$ cat config.mk
export PLATFORM = sky130hd
export DESIGN_NAME = xor_mask_pipe
export DESIGN_NICKNAME = d
export VERILOG_FILES = /design/src/rtl/xor_mask_pipe.sv
export SDC_FILE = /design/constraint.sdc
export NUM_CORES = 1
export LEC_CHECK = 0
export ABC_AREA = 1
export CAP_MARGIN = 5
export CELL_PAD_IN_SITES_DETAIL_PLACEMENT = 0
export CELL_PAD_IN_SITES_GLOBAL_PLACEMENT = 1
export CORE_UTILIZATION = 36
export CTS_BUF_LIST = sky130_fd_sc_hd__clkbuf_8
export DETAILED_ROUTE_END_ITERATION = 16
export PLACE_DENSITY_LB_ADDON = 0.1
export SYNTH_ARGS = -nofsm -noshare
export SYNTH_HDL_FRONTEND = slang
export SYNTH_SLANG_ARGS = --single-unit
export TNS_END_PERCENT = 1
$ cat constraint.sdc
create_clock -name clk -period 1.61 [get_ports clk]
set_input_delay 0.322 -clock clk [delete_from_list [all_inputs] [get_ports clk]]
set_output_delay 0.322 -clock clk [all_outputs]
set_load 0.1 [all_outputs]
$ cat src/rtl/xor_mask_pipe.sv
// xor_mask_pipe: each accepted word is XORed with a programmable mask and
// stored in a small FIFO. The FIFO drains through a valid/ready output port,
// and a wrapping counter tracks the completed output transfers.
//
// Handshake: a transfer happens on a rising edge where valid && ready.
// - in_ready depends only on occupancy (occ < DEPTH). It never looks at
//   out_ready, so a full FIFO refuses a push even on an edge where it pops.
// - out_valid is high whenever the FIFO holds a word, and out_data is the
//   head entry. With the FIFO empty, out_data is zero and out_ready is ignored.
module xor_mask_pipe #(
    parameter int             N         = 4,
    parameter logic [N-1:0]   MASK_INIT = 4'b0101,
    parameter int             DEPTH     = 2,
    parameter int             CW        = 8
) (
    input  logic          clk,
    input  logic          reset,
    input  logic          in_valid,
    output logic          in_ready,
    input  logic [N-1:0]  in_data,
    input  logic          mask_wr,
    input  logic [N-1:0]  mask_data,
    output logic          out_valid,
    input  logic          out_ready,
    output logic [N-1:0]  out_data,
    output logic [CW-1:0] count
);

    // The pointer width is log2(DEPTH). Occupancy has one extra bit so it can
    // hold the value DEPTH.
    localparam int             AW      = $clog2(DEPTH);
    localparam logic [AW:0]    DEPTH_O = DEPTH[AW:0];
    localparam logic [AW:0]    ONE_O   = 1;
    localparam logic [AW-1:0]  ONE_P   = 1;
    localparam logic [CW-1:0]  ONE_C   = 1;

    logic [N-1:0]  mask_q, mask_d;
    logic [AW:0]   occ_q, occ_d;
    logic [AW-1:0] head_q, head_d;
    logic [AW-1:0] tail_q, tail_d;
    logic [CW-1:0] count_q, count_d;
    logic [N-1:0]  mem_q [DEPTH];
    logic [N-1:0]  mem_d [DEPTH];

    logic push;
    logic pop;

    // Handshake decode. A push is possible only while there is room, and a pop
    // only while a word is present.
    always_comb begin
        in_ready  = (occ_q < DEPTH_O);
        out_valid = (occ_q != '0);
        out_data  = out_valid ? mem_q[head_q] : '0;
        count     = count_q;
        push      = in_valid && in_ready;
        pop       = out_valid && out_ready;
    end

    // Next-state logic for the mask, pointers, occupancy and transfer counter.
    // The stored word uses the mask value from before the edge, so a mask
    // write on the same edge only affects later words.
    always_comb begin
        mask_d  = mask_wr ? mask_data : mask_q;
        head_d  = pop  ? head_q + ONE_P : head_q;
        tail_d  = push ? tail_q + ONE_P : tail_q;
        count_d = pop  ? count_q + ONE_C : count_q;
        occ_d   = occ_q;
        case ({push, pop})
            2'b10:   occ_d = occ_q + ONE_O;
            2'b01:   occ_d = occ_q - ONE_O;
            default: occ_d = occ_q;
        endcase
        for (int i = 0; i < DEPTH; i++) begin
            mem_d[i] = mem_q[i];
        end
        if (push) begin
            mem_d[tail_q] = in_data ^ mask_q;
        end
    end

    // Control state register. Reset takes priority over mask writes and
    // transfers, and dropping occupancy to zero discards any buffered words.
    always_ff @(posedge clk) begin
        if (reset) begin
            mask_q  <= MASK_INIT;
            occ_q   <= '0;
            head_q  <= '0;
            tail_q  <= '0;
            count_q <= '0;
        end else begin
            mask_q  <= mask_d;
            occ_q   <= occ_d;
            head_q  <= head_d;
            tail_q  <= tail_d;
            count_q <= count_d;
        end
    end

    // FIFO storage. It needs no reset because out_data is forced to zero
    // while the FIFO is empty.
    always_ff @(posedge clk) begin
        for (int i = 0; i < DEPTH; i++) begin
            mem_q[i] <= mem_d[i];
        end
    end

endmodule

Word level (Yosys, flattened, before mapping)

Memory sizes are Yosys's and may differ from the RTL's. A register that Yosys moved wholly into a read port is not among the register bits.
Cells that the tools add are included.

Logic and storage cells: 31
Bits of input ports: 13
Memories kept: 1
Output and inout bits: 14
Memory bits (writable): 8
Register bits: 16

Memories:

| memory | depth | width | rd ports | clocked after memory_dff | wr ports | RTL line | RTL |
|---|---|---|---|---|---|---|---|
| mem_q  | 2     | 4     | 3        | 1                        | 2        | 42       | `logic [N-1:0] mem_q [DEPTH];` |

Bitwise operators: 2
Add/subtract/negate cells: 5
Equal/unequal tests: 2
Muxes and demuxes: 8
Reduce and logical (&&, ||, !) cells: 5
Order comparisons: 3

Operator list:

| kind                | number |
|---|---|
| $add 8x1->8 const B | 1 |
| $bwmux 8            | 1 |
| $mux 4              | 2 |
| $mux 8              | 1 |
| $demux 4 s1         | 1 |
| $pmux 2 s2          | 1 |
| $reduce_bool 2->1   | 2 |
| $xor 4x4->4         | 1 |
| $logic_and 1x1->1   | 3 |
| $add 1x1->1 const B | 2 |
| $add 2x1->2 const B | 1 |
| $eq 2x1->1 const B  | 1 |
| $eq 2x2->1 const B  | 1 |
| $ge 2x2->1 const B  | 1 |
| $lt 2x1->1 const B  | 1 |
| $lt 2x2->1 const B  | 1 |
| $mux 1              | 2 |
| $not 1->2           | 1 |
| $sub 2x1->2 const B | 1 |

Logic depth before layout (Yosys ltp)

Word-level depth: 7
Depth in mapped cells: 10
Mapped depth without buffers: 9

Worst setup path before layout

No wires, ideal clock.

Path type: register -> output
Start point: reg occ_q[0]
End point: out out_data[0]
Buffers on the path: 0
Cell stages (with the launch flop): 3
Data required time: 1.288 ns
Data arrival time: 1.940 ns
Slack: -0.652 ns
Cell sequence: dfxtp_1 > nor2_4 > a21oi_1

Longest elaborated chain between the ends: 2

Ends and longest elaborated chain:

| item                     | RTL line | RTL |
|---|---|---|
| start: declaration       | 38       | `logic [AW:0] occ_q, occ_d;` |
| start signal: assignment | 86       | `occ_q <= '0;` |
| start signal: assignment | 92       | `occ_q <= occ_d;` |
| $reduce_bool 2->1        | 52       | `out_valid = (occ_q != '0);` |
| $mux 4                   | 53       | `out_data = out_valid ? mem_q[head_q] : '0;` |
| end: declaration         | 25       | `output logic [N-1:0] out_data,` |

Every way passes these cells.

Worst setup path after layout

Start point: reg occ_q[1]
End point: out out_data[3]

Same word-level chain as after synthesis.

==> impl_metrics.py <==
metrics = {
    "setup_path": {
        "r2r_cells": 9,
        "critical_path_class": "reg2out",
        "start_kind": "flip-flop",
        "rrSetupSlack_ns": 0.31,
        "critPathMaxFanout": 4,
        "cp-end-kind": "output port",
        "regToRegEndpoint": "occ_q[1]$_SDFFE_PP0P_",
        "r2r_start": "occ_q[1]$_SDFFE_PP0P_",
        "required_ns": 1.29,
        "arrival_ns": 1.23,
    },
    "floorplanning": {
        "dieArea_mm2": 0.003298,
        "die_y_um": 57.43,
        "dieWidth_um": 57.43,
        "core_mm2": 0.002829,
        "std_cell_rows": 19,
        "initial_core_util_pct": 39.10,
        "ios": 27,
    },
    "clock_tree": {
        "clk_pin_slew_ns": 0.08,
        "cts_tree": "built",
        "cts_buffers": 3,
        "cts_buffer_depth": 2,
        "htree_levels": 1,
        "clockRootBuffer": "clkbuf_8",
        "cts_num_sinks": 25,
        "clkLatencyLatePin_ns": 0.26,
    },
    "detailed_routing": {
        "vias": 954,
        "totalWireLength_mm": 2.210,
        "remaining_drc_errors": 1,
        "drt_first_pass_iters": 10,
        "drt-wirelength-per-cell_um": 10.89,
        "final_antenna_net_count": 0,
        "routed_via_density": 4.700,
        "initialDrtViolationCount": 20,
    },
    "cells_and_area": {
        "regArea_um2": 591.8,
        "layout_common_cells": "nand2_1 (30), nor2_1 (23), inv_1 (17)",
        "nets": 188,
        "layout_commonest_cell": "nand2_1",
        "drive_gt1_share_pct": 25.00,
        "syn2layout_area_growth_pct": 52.94,
        "n_antenna_cell": 0,
        "multi_input_area_um2": 484.2,
        "nFillCells": 249,
    },
    "synthesis": {
        "synth-simple-area-share_pct": 26.70,
        "synth_ff_type": "dfxtp_1",
        "synth_top_family_by_area": "simple AND/OR/NAND/NOR gates",
        "syn_avg_cell_area_um2": 8.133,
        "synth-seq-area-share_pct": 52.49,
        "synth_edf_count": 8,
        "synthCells": 136,
        "ys_ff_latch": 25,
        "synth_mux_area_share_pct": 0,
        "synthArstFlopShare_pct": 0,
        "synth_compound_area_share_pct": 7.014,
        "synth_xor_area_share_pct": 3.959,
        "synthesis.area_mm2": 0.001106,
        "synth_nets": 151,
        "synthAdderAreaFrac_pct": 2.262,
        "ys.warnings.count": 0,
        "ys_types": 19,
    },
    "global_route": {
        "busiest_layer": "met2",
        "globalRoute.totalOverflow": 0,
        "antenna_found_initial": 0,
        "grt.met2_usage_pct": 30.40,
        "grt_util_met1_pct": 18.12,
        "gr-usage-all-layers_pct": 16.09,
        "grt_max_degree": 15,
        "grt_pass1_vias": 974,
        "grt_pass1_wl_mm": 4.105,
        "grt.met3_usage_pct": 4.082,
    },
    "sta": {
        "max_freq_mhz": 644.1,
        "finClkSkew_ns": 0.002512,
        "period_share_pct": 96.44,
        "setup_violations": 0,
        "finalSetupTns_ns": 0,
        "drv_slew": 0,
        "finalHoldViolations": 0,
        "fin_worst_hold_slack_ns": 0.4544,
        "relSlewSlack_pct": 81.27,
        "worst_pin_slew_ns": 0.2806,
        "rsz0062_at_grt": "no",
        "min_period_ns": 1.553,
    },
    "flow_run": {
        "cap_viol_max_count": 0,
    },
    "placed_design": {
        "io_buffers": 26,
        "dp_hpwl_mm": 1.806,
        "gp_congestion": 0.6948,
    },
    "hold_path": {
        "hp-class": "reg2reg",
        "min_from": "head_q$_SDFFE_PP0P_",
        "hold_depth": 1,
    },
    "power": {
        "leakage_nw": 0.7070,
        "pwr_density_cell_mw_per_mm2": 1647,
        "max-vdd-ir-drop_mv": 0.6509,
    },
    "outcome": {
        "outcome": "finished, violations left",
        "violations": "DRC",
    },
}
-- metrics by stage --
step	setup WS, ns	utilization, %	total power, mW	std cells	instance area [um2]
6_report	0.05737	59.80	2.787	203	1692
3_5_place_dp	-0.04265	58.03	2.454	199	1642
5_1_grt	0.001328	59.80	2.933	203	1692
2_1_floorplan	-0.08938	-	1.876	136	1159
4_1_cts	0.03778	59.66	2.812	203	1688
3_3_place_gp	0.01298	58.03	2.421	199	1642
-- synth_stat cells (2+ instances only) --
master,number,area (um2)
a21oi_1,9,45.04
dfxtp_1,17,340.3
edfxtp_1,8,240.2
ha_1,2,25.02
inv_1,18,67.56
nand2_1,31,116.4
nand3_1,7,35.03
nand4_1,2,12.51
nor2_1,23,86.33
nor2_4,2,22.52
nor3_1,2,10.01
o21ai_0,4,20.02
xor2_1,5,43.79
-- cell type report --
cell class	count	area share (%)
Inverter	18	4.216
Clock buffer	3	2.441
Sequential cell	25	34.99
Tap cell	31	2.293
Clock inverter	1	0.2219
Timing Repair Buffer	34	27.22
Multi-Input combinational cell	91	28.62
-- report_power, final --
group          internal [mW]  switching, mW
Sequential             0.774         0.0979
Combinational          0.559           1.01
Clock                  0.170          0.180
-- routing by layer --
layer	share of wire [%]	vias up
li1	-	500
met1	42	434
met2	53	17
met3	3.6	3
met4	0.72	0
met5	0	-
-- how the worst max path moves through the flow --
stage                     startpoint                    end  slack, ns  cells after the start
4_1_cts                    flip-flop            out_data[3]       0.04                      4
5_1_grt        occ_q[1]$_SDFFE_PP0P_            out_data[3]      0.001                      4
2_1_floorplan              flip-flop            out_data[1]      -0.09                      3
6_report       occ_q[1]$_SDFFE_PP0P_            out_data[3]       0.06                      4
3_5_place_dp                in_valid  occ_q[1]$_SDFFE_PP0P_      -0.04                      9
3_3_place_gp               out_ready  occ_q[1]$_SDFFE_PP0P_       0.01                      9
-- worst max-delay path: stages, from the launching register on --
cell     delay [ns]
dfxtp_4        0.39
nor2_4         0.06
buf_4          0.15
a21oi_2        0.17
buf_12         0.20
-- what timing repair did --
action | CTS | global route
pin swaps | 0 | 1
setup buffers | 0 | 0
hold buffers | 0 | 0
gates resized for setup | 1 | 3
endpoints found under the setup margin | 3 | 4
-- registers in the layout (all words and copies together), names as in the netlist, named ones only --
| signal | count |
|---|---|
| tail_q | 1 |
| count | 8 |
| head_q | 1 |
| mem_q | 8 |
| mask_q | 4 |
| occ_q | 2 |
-- cells by family (layout without fill, tap and decap cells) --
family | after synthesis | after routing
simple gates | 69 | 69
flops | 25 | 25
buf+inv | 20 | 56
compound gates | 15 | 15
xor+xnor | 5 | 5
fa+ha+maj | 2 | 2
No activity file was read; power rests on OpenSTA's default activity.
==> variant 1 (same settings) <==
Make the reset (`reset`) asynchronous in one clocked block.
--- a/src/rtl/xor_mask_pipe.sv
+++ b/src/rtl/xor_mask_pipe.sv
@@ -81,5 +81,5 @@
     // Control state register. Reset takes priority over mask writes and
     // transfers, and dropping occupancy to zero discards any buffered words.
-    always_ff @(posedge clk) begin
+    always_ff @(posedge clk or posedge reset) begin
         if (reset) begin
             mask_q  <= MASK_INIT;
Check against the original RTL: differs if reset is asserted again (counterexample within 4 cycles, from zero or initial values and one cycle with reset high); with reset held inactive, the same outputs for 10 cycles.
==> variant 1 against the unedited design <==
The run still ends with DRC left; critical path depth is the same; worst setup slack got worse by 0.0061 ns; clock skew increased by 0.0020 ns; core utilization increased by 0.51 points; synthesized area up 1.6%; design area grew 1.7%; sequential cell count shrank 1; sequential share of layout area rose by 2.6 points; routed wire length decreased by 16%; die area grew 1.5%; critical path type unchanged; highest routed layer unchanged.
Power is left out: the tool's default activity adds up to more than one toggle a clock period on the data nets, which glitch-free logic cannot reach.
==> variant 1: results (changes against the unedited design) <==
gpl congestion=0.7531 (+8.4%); DP Area=1653 sq um (+0.69%); CP peak stage delay=0.43 ns (+0.04 ns); worst slew pin tran=0.2792 ns (-0.001444 ns); Routed Wire Length=1.863 mm (-16%); Worst Path Arrival=1.24 ns; asr flop ratio synth=66.67% (+67 points); CP max FO=5 (+1); worst hold path type=in2async; fraction of layout cells with a size suffix above 1=36.11% (+11 points); master of the slowest instance on the critical path=dfrtp_1; top cells by area, synth=dfrtp_1 31%, edfxtp_1 21%, nand2_1 7.3%; leading cell types by count after synthesis=22 x nand2_1, 14 x dfrtp_1, 14 x inv_1; largest net degree at the start of global routing=17 (+2); all-layer global routing usage=13.08% (-3.0 points); Post-Synthesis Cells=104 (-24%); drt drc=2 (+1); Synth Area in XOR/XNOR=9.354% (+5.4 points); DR iter-0 viols=22 (+10%); Placed Instances=169 (-15%); syn nets=119 (-21%); Adder-Cell Fraction of Synth Area=2.227% (-0.035 points); failing checks=DRC; TritonCTS buffer count=3 (unchanged); Primary FF master, synth=dfrtp_1; clk_skew=0.004482 ns (+0.001970 ns); status=finished, violations left; final std cells w/o fill=175 (-14%); Final nets=160 (-15%); first-pass GRT wire length=3.284 mm (-20%); sequential area share after synthesis=57.24% (+4.7 points); number of global-route vias before repair=751 (-23%); dpl hpwl=1.474 mm (-18%)
-- variant 1: cell count changes after synthesis, sizes merged, moves of 3 or more --
cell,unedited run,this run
xnor2,0,3
dfxtp,17,0
nand2,32,26
xor2,5,9
nand3,7,4
dfrtp,0,14
inv,18,15
nor2,26,7
o21ai,5,1
a21oi,9,5
mux2,0,4
-- variant 1: what timing repair did --
item | 4_1_cts | 5_1_grt
pin swaps | 1 | 2
endpoints found under the setup margin | 4 | 4
cloned | 0 | 0
setup buffers | 0 | 2
hold buffers | 0 | 0
resized for setup | 3 | 1
-- variant 1: cells by family after synthesis --
logic type,count (synthesis)
and+or+nand+nor,41
DFF,24
buffers and inverters,15
xor gates and xnor gates,12
AOI/OAI and AO/OA,6
muxes,4
adders and majority gates,2
-- variant 1: stage by stage --
stage          worst slack [ns]  hold slack, ns
2_1_floorplan           -0.2072          0.2342
3_3_place_gp           -0.07771          0.5141
3_5_place_dp           -0.09851          0.5178
4_1_cts                 0.01007          0.3671
5_1_grt               -0.005778          0.4228
6_report                0.05123          0.3615
-- variant 1: worst register-to-register path, stage by stage (launching register included) --
cell	delay (ns)
dfrtp_2	0.46
nor2_4	0.14
buf_4	0.15
nor2_8	0.03
ha_1	0.28
a21oi_1	0.12
nand2_1	0.07
xor2_1	0.14
-- variant 1: path summary, 6_finish.rpt --
kind                            startpoint     endpoint  slack [ns]  cells after the start
worst max-delay path                head_q  out_data[2]        0.05                      4
worst max register to register    occ_q[0]     occ_q[1]        0.11                      7
max in group asynchronous            reset    mask_q[2]        1.00                      3
worst min register to register   mask_q[1]    mask_q[1]        0.53                      1
min in group clk                 mask_q[1]    mask_q[1]        0.53                      1
worst min-delay path                 reset     count[2]        0.36                      3
-- variant 1: area by class of cell --
class                           count  area, sq um
Inverter                           15        56.30
Tap cell                           31        38.79
Clock buffer                        3        41.29
Clock inverter                      1        3.754
Sequential cell                    24        646.9
Fill cell                         255         1132
Multi-Input combinational cell     65        454.2
Timing Repair Buffer               36        479.2
-- variant 1: metal layers --
metal	share of wire (%)	vias to the layer above	global-route usage, %	routed length, microns
li1	-	408	-	-
met1	47	351	17.85	872
met2	48	17	19.87	901
met3	3.9	2	2.902	72
met4	0.91	0	6.122	17
met5	0	-	0	0
==> variant 2 (same settings) <==
Made on the original files. Set the parameter `DEPTH` to 4 (it was 2).
--- a/src/rtl/xor_mask_pipe.sv
+++ b/src/rtl/xor_mask_pipe.sv
@@ -11,5 +11,5 @@
     parameter int             N         = 4,
     parameter logic [N-1:0]   MASK_INIT = 4'b0101,
-    parameter int             DEPTH     = 2,
+    parameter int             DEPTH     = 4,
     parameter int             CW        = 8
 ) (
Function: changed (Yosys sat finds a counterexample within 4 cycles, from zero or initial values and one cycle with reset high).
==> variant 2 against the unedited design <==
The flow finishes with violations (setup timing); non-clock buffer count rose by 10; total power grew 64%; sequential share of layout area grew 2.1 points; synthesized area is 50% higher; sequential cell count is 12 higher; worst setup slack got worse by 0.21 ns; sequential power rose by 48%; core utilization decreased by 3.5 points; design area grew 46%; routed wire length grew 53%; combinational power increased by 62%; critical endpoint is now occ_q[2]; largest power group unchanged.
==> variant 2: results (changes against the unedited design) <==
status=finished, violations left; failing checks=setup timing; CP peak stage delay=0.37 ns (-0.02 ns); Worst VDD drop=0.6763 mV (+3.9%); Min-Delay Path Depth=2 (+1); Crit path max-delay family=adder cells; Worst Path Arrival=1.94 ns (+0.71 ns); R2R depth=10 (+1); Post-synth EDFFs=16 (+8); Vias=1301 (+36%); clk_skew=0.009849 ns (+0.007337 ns); first-pass GRT wire length=5.906 mm (+44%); met3 wire length=92 microns (+15%); Metal-1 WL=1.499 mm (+61%); leak pwr=0.9882 nW (+40%); relative slew slack=76.00% (-5.3 points); FF-to-FF Start=occ_q[1]; Worst Setup Slack, final=-0.1531 ns (-0.2104 ns); DR iter-0 viols=30 (+50%); Yosys cell types=20 (+1); dpl ws=-0.4907 ns (-0.4480 ns); met3 GRT Util=4.040% (-0.041 points); met2 usage=26.71% (-3.7 points); DRT Pass-1 Iters=4 (-6); number of global-route vias before repair=1339 (+37%); all-layer global routing usage=15.16% (-0.94 points); fraction of layout cells with a size suffix above 1=28.51% (+3.5 points); largest net degree at the start of global routing=19 (+4); leading cell types by count after synthesis=37 x nor2_1, 25 x inv_1, 23 x nand2_1; routed wl met2=1.750 mm (+48%); met1 Track Usage GR=18.20% (+0.082 points); setup_tns=-0.6911 ns (-0.6911 ns); final setup fails=6 (+6); Final nets=254 (+35%); syn nets=207 (+37%); DP Area=2286 sq um (+39%); Clock Latency Late Sink=0.28 ns (+0.02 ns); Hold Startpoint=mask_q[2]; CP max FO=3 (-1); routed len/inst=11.76 microns (+8.0%)
variant 2: cell types whose count changed after synthesis, moves of 4 or more:
cell,unedited run,this run
a21oi_1,9,17
dfxtp_1,17,21
edfxtp_1,8,16
ha_1,2,6
inv_1,18,25
nand2_1,31,23
nor2_1,23,37
o21ai_0,4,16
variant 2: cell families (layout without fill, tap and decap cells):
| group | Yosys count | count (layout) | synth area share (%) |
|---|---|---|---|
| AO/OA/AOI/OAI | 38 | 38 | 12.13 |
| XOR/XNOR | 5 | 5 | 2.637 |
| adder cells (fa/ha/maj) | 7 | 7 | 5.727 |
| buffers and inverters | 30 | 78 | 7.837 |
| flip-flops | 37 | 37 | 54.26 |
| AND/OR/NAND/NOR | 70 | 70 | 17.41 |
variant 2: area by class of cell:
type                       instances  area (sq um)
clock inverter                     3         37.54
timing repair buffer              44         541.8
sequential                        37         917.1
inverter                          26         120.1
multi-input combinational        120         719.4
clock buffer                       5         68.82
tap                               52         65.06
fill                             382          1914
variant 2: final timing paths:
path               endpoint  slack, ns
hold reg to reg   mask_q[2]       0.48
setup reg to reg   occ_q[2]      -0.15
setup / recovery   occ_q[2]      -0.15
hold / removal    mask_q[2]       0.48
variant 2: repair_timing:
item | 4_1_cts | 5_1_grt
setup buffers | 2 | 2
pin swaps | 4 | 5
gates resized for setup | 14 | 12
endpoints found under the setup margin | 5 | 6
variant 2: report_power, final:
part / total [mW] / switching (mW) / internal, mW
Sequential: 1.29 / 0.136 / 1.15
Clock: 0.752 / 0.302 / 0.451
Combinational: 2.52 / 1.55 / 0.970
Total: 4.56 / 1.99 / 2.57
variant 2: stage by stage:
stage               util, %  std cells  total power, mW
floorplan                 -        187            2.839
global placement      52.14        275            3.611
detailed placement    52.14        275            3.659
CTS                   55.22        285            4.495
global route          56.34        287            4.806
finish                56.34        287            4.562
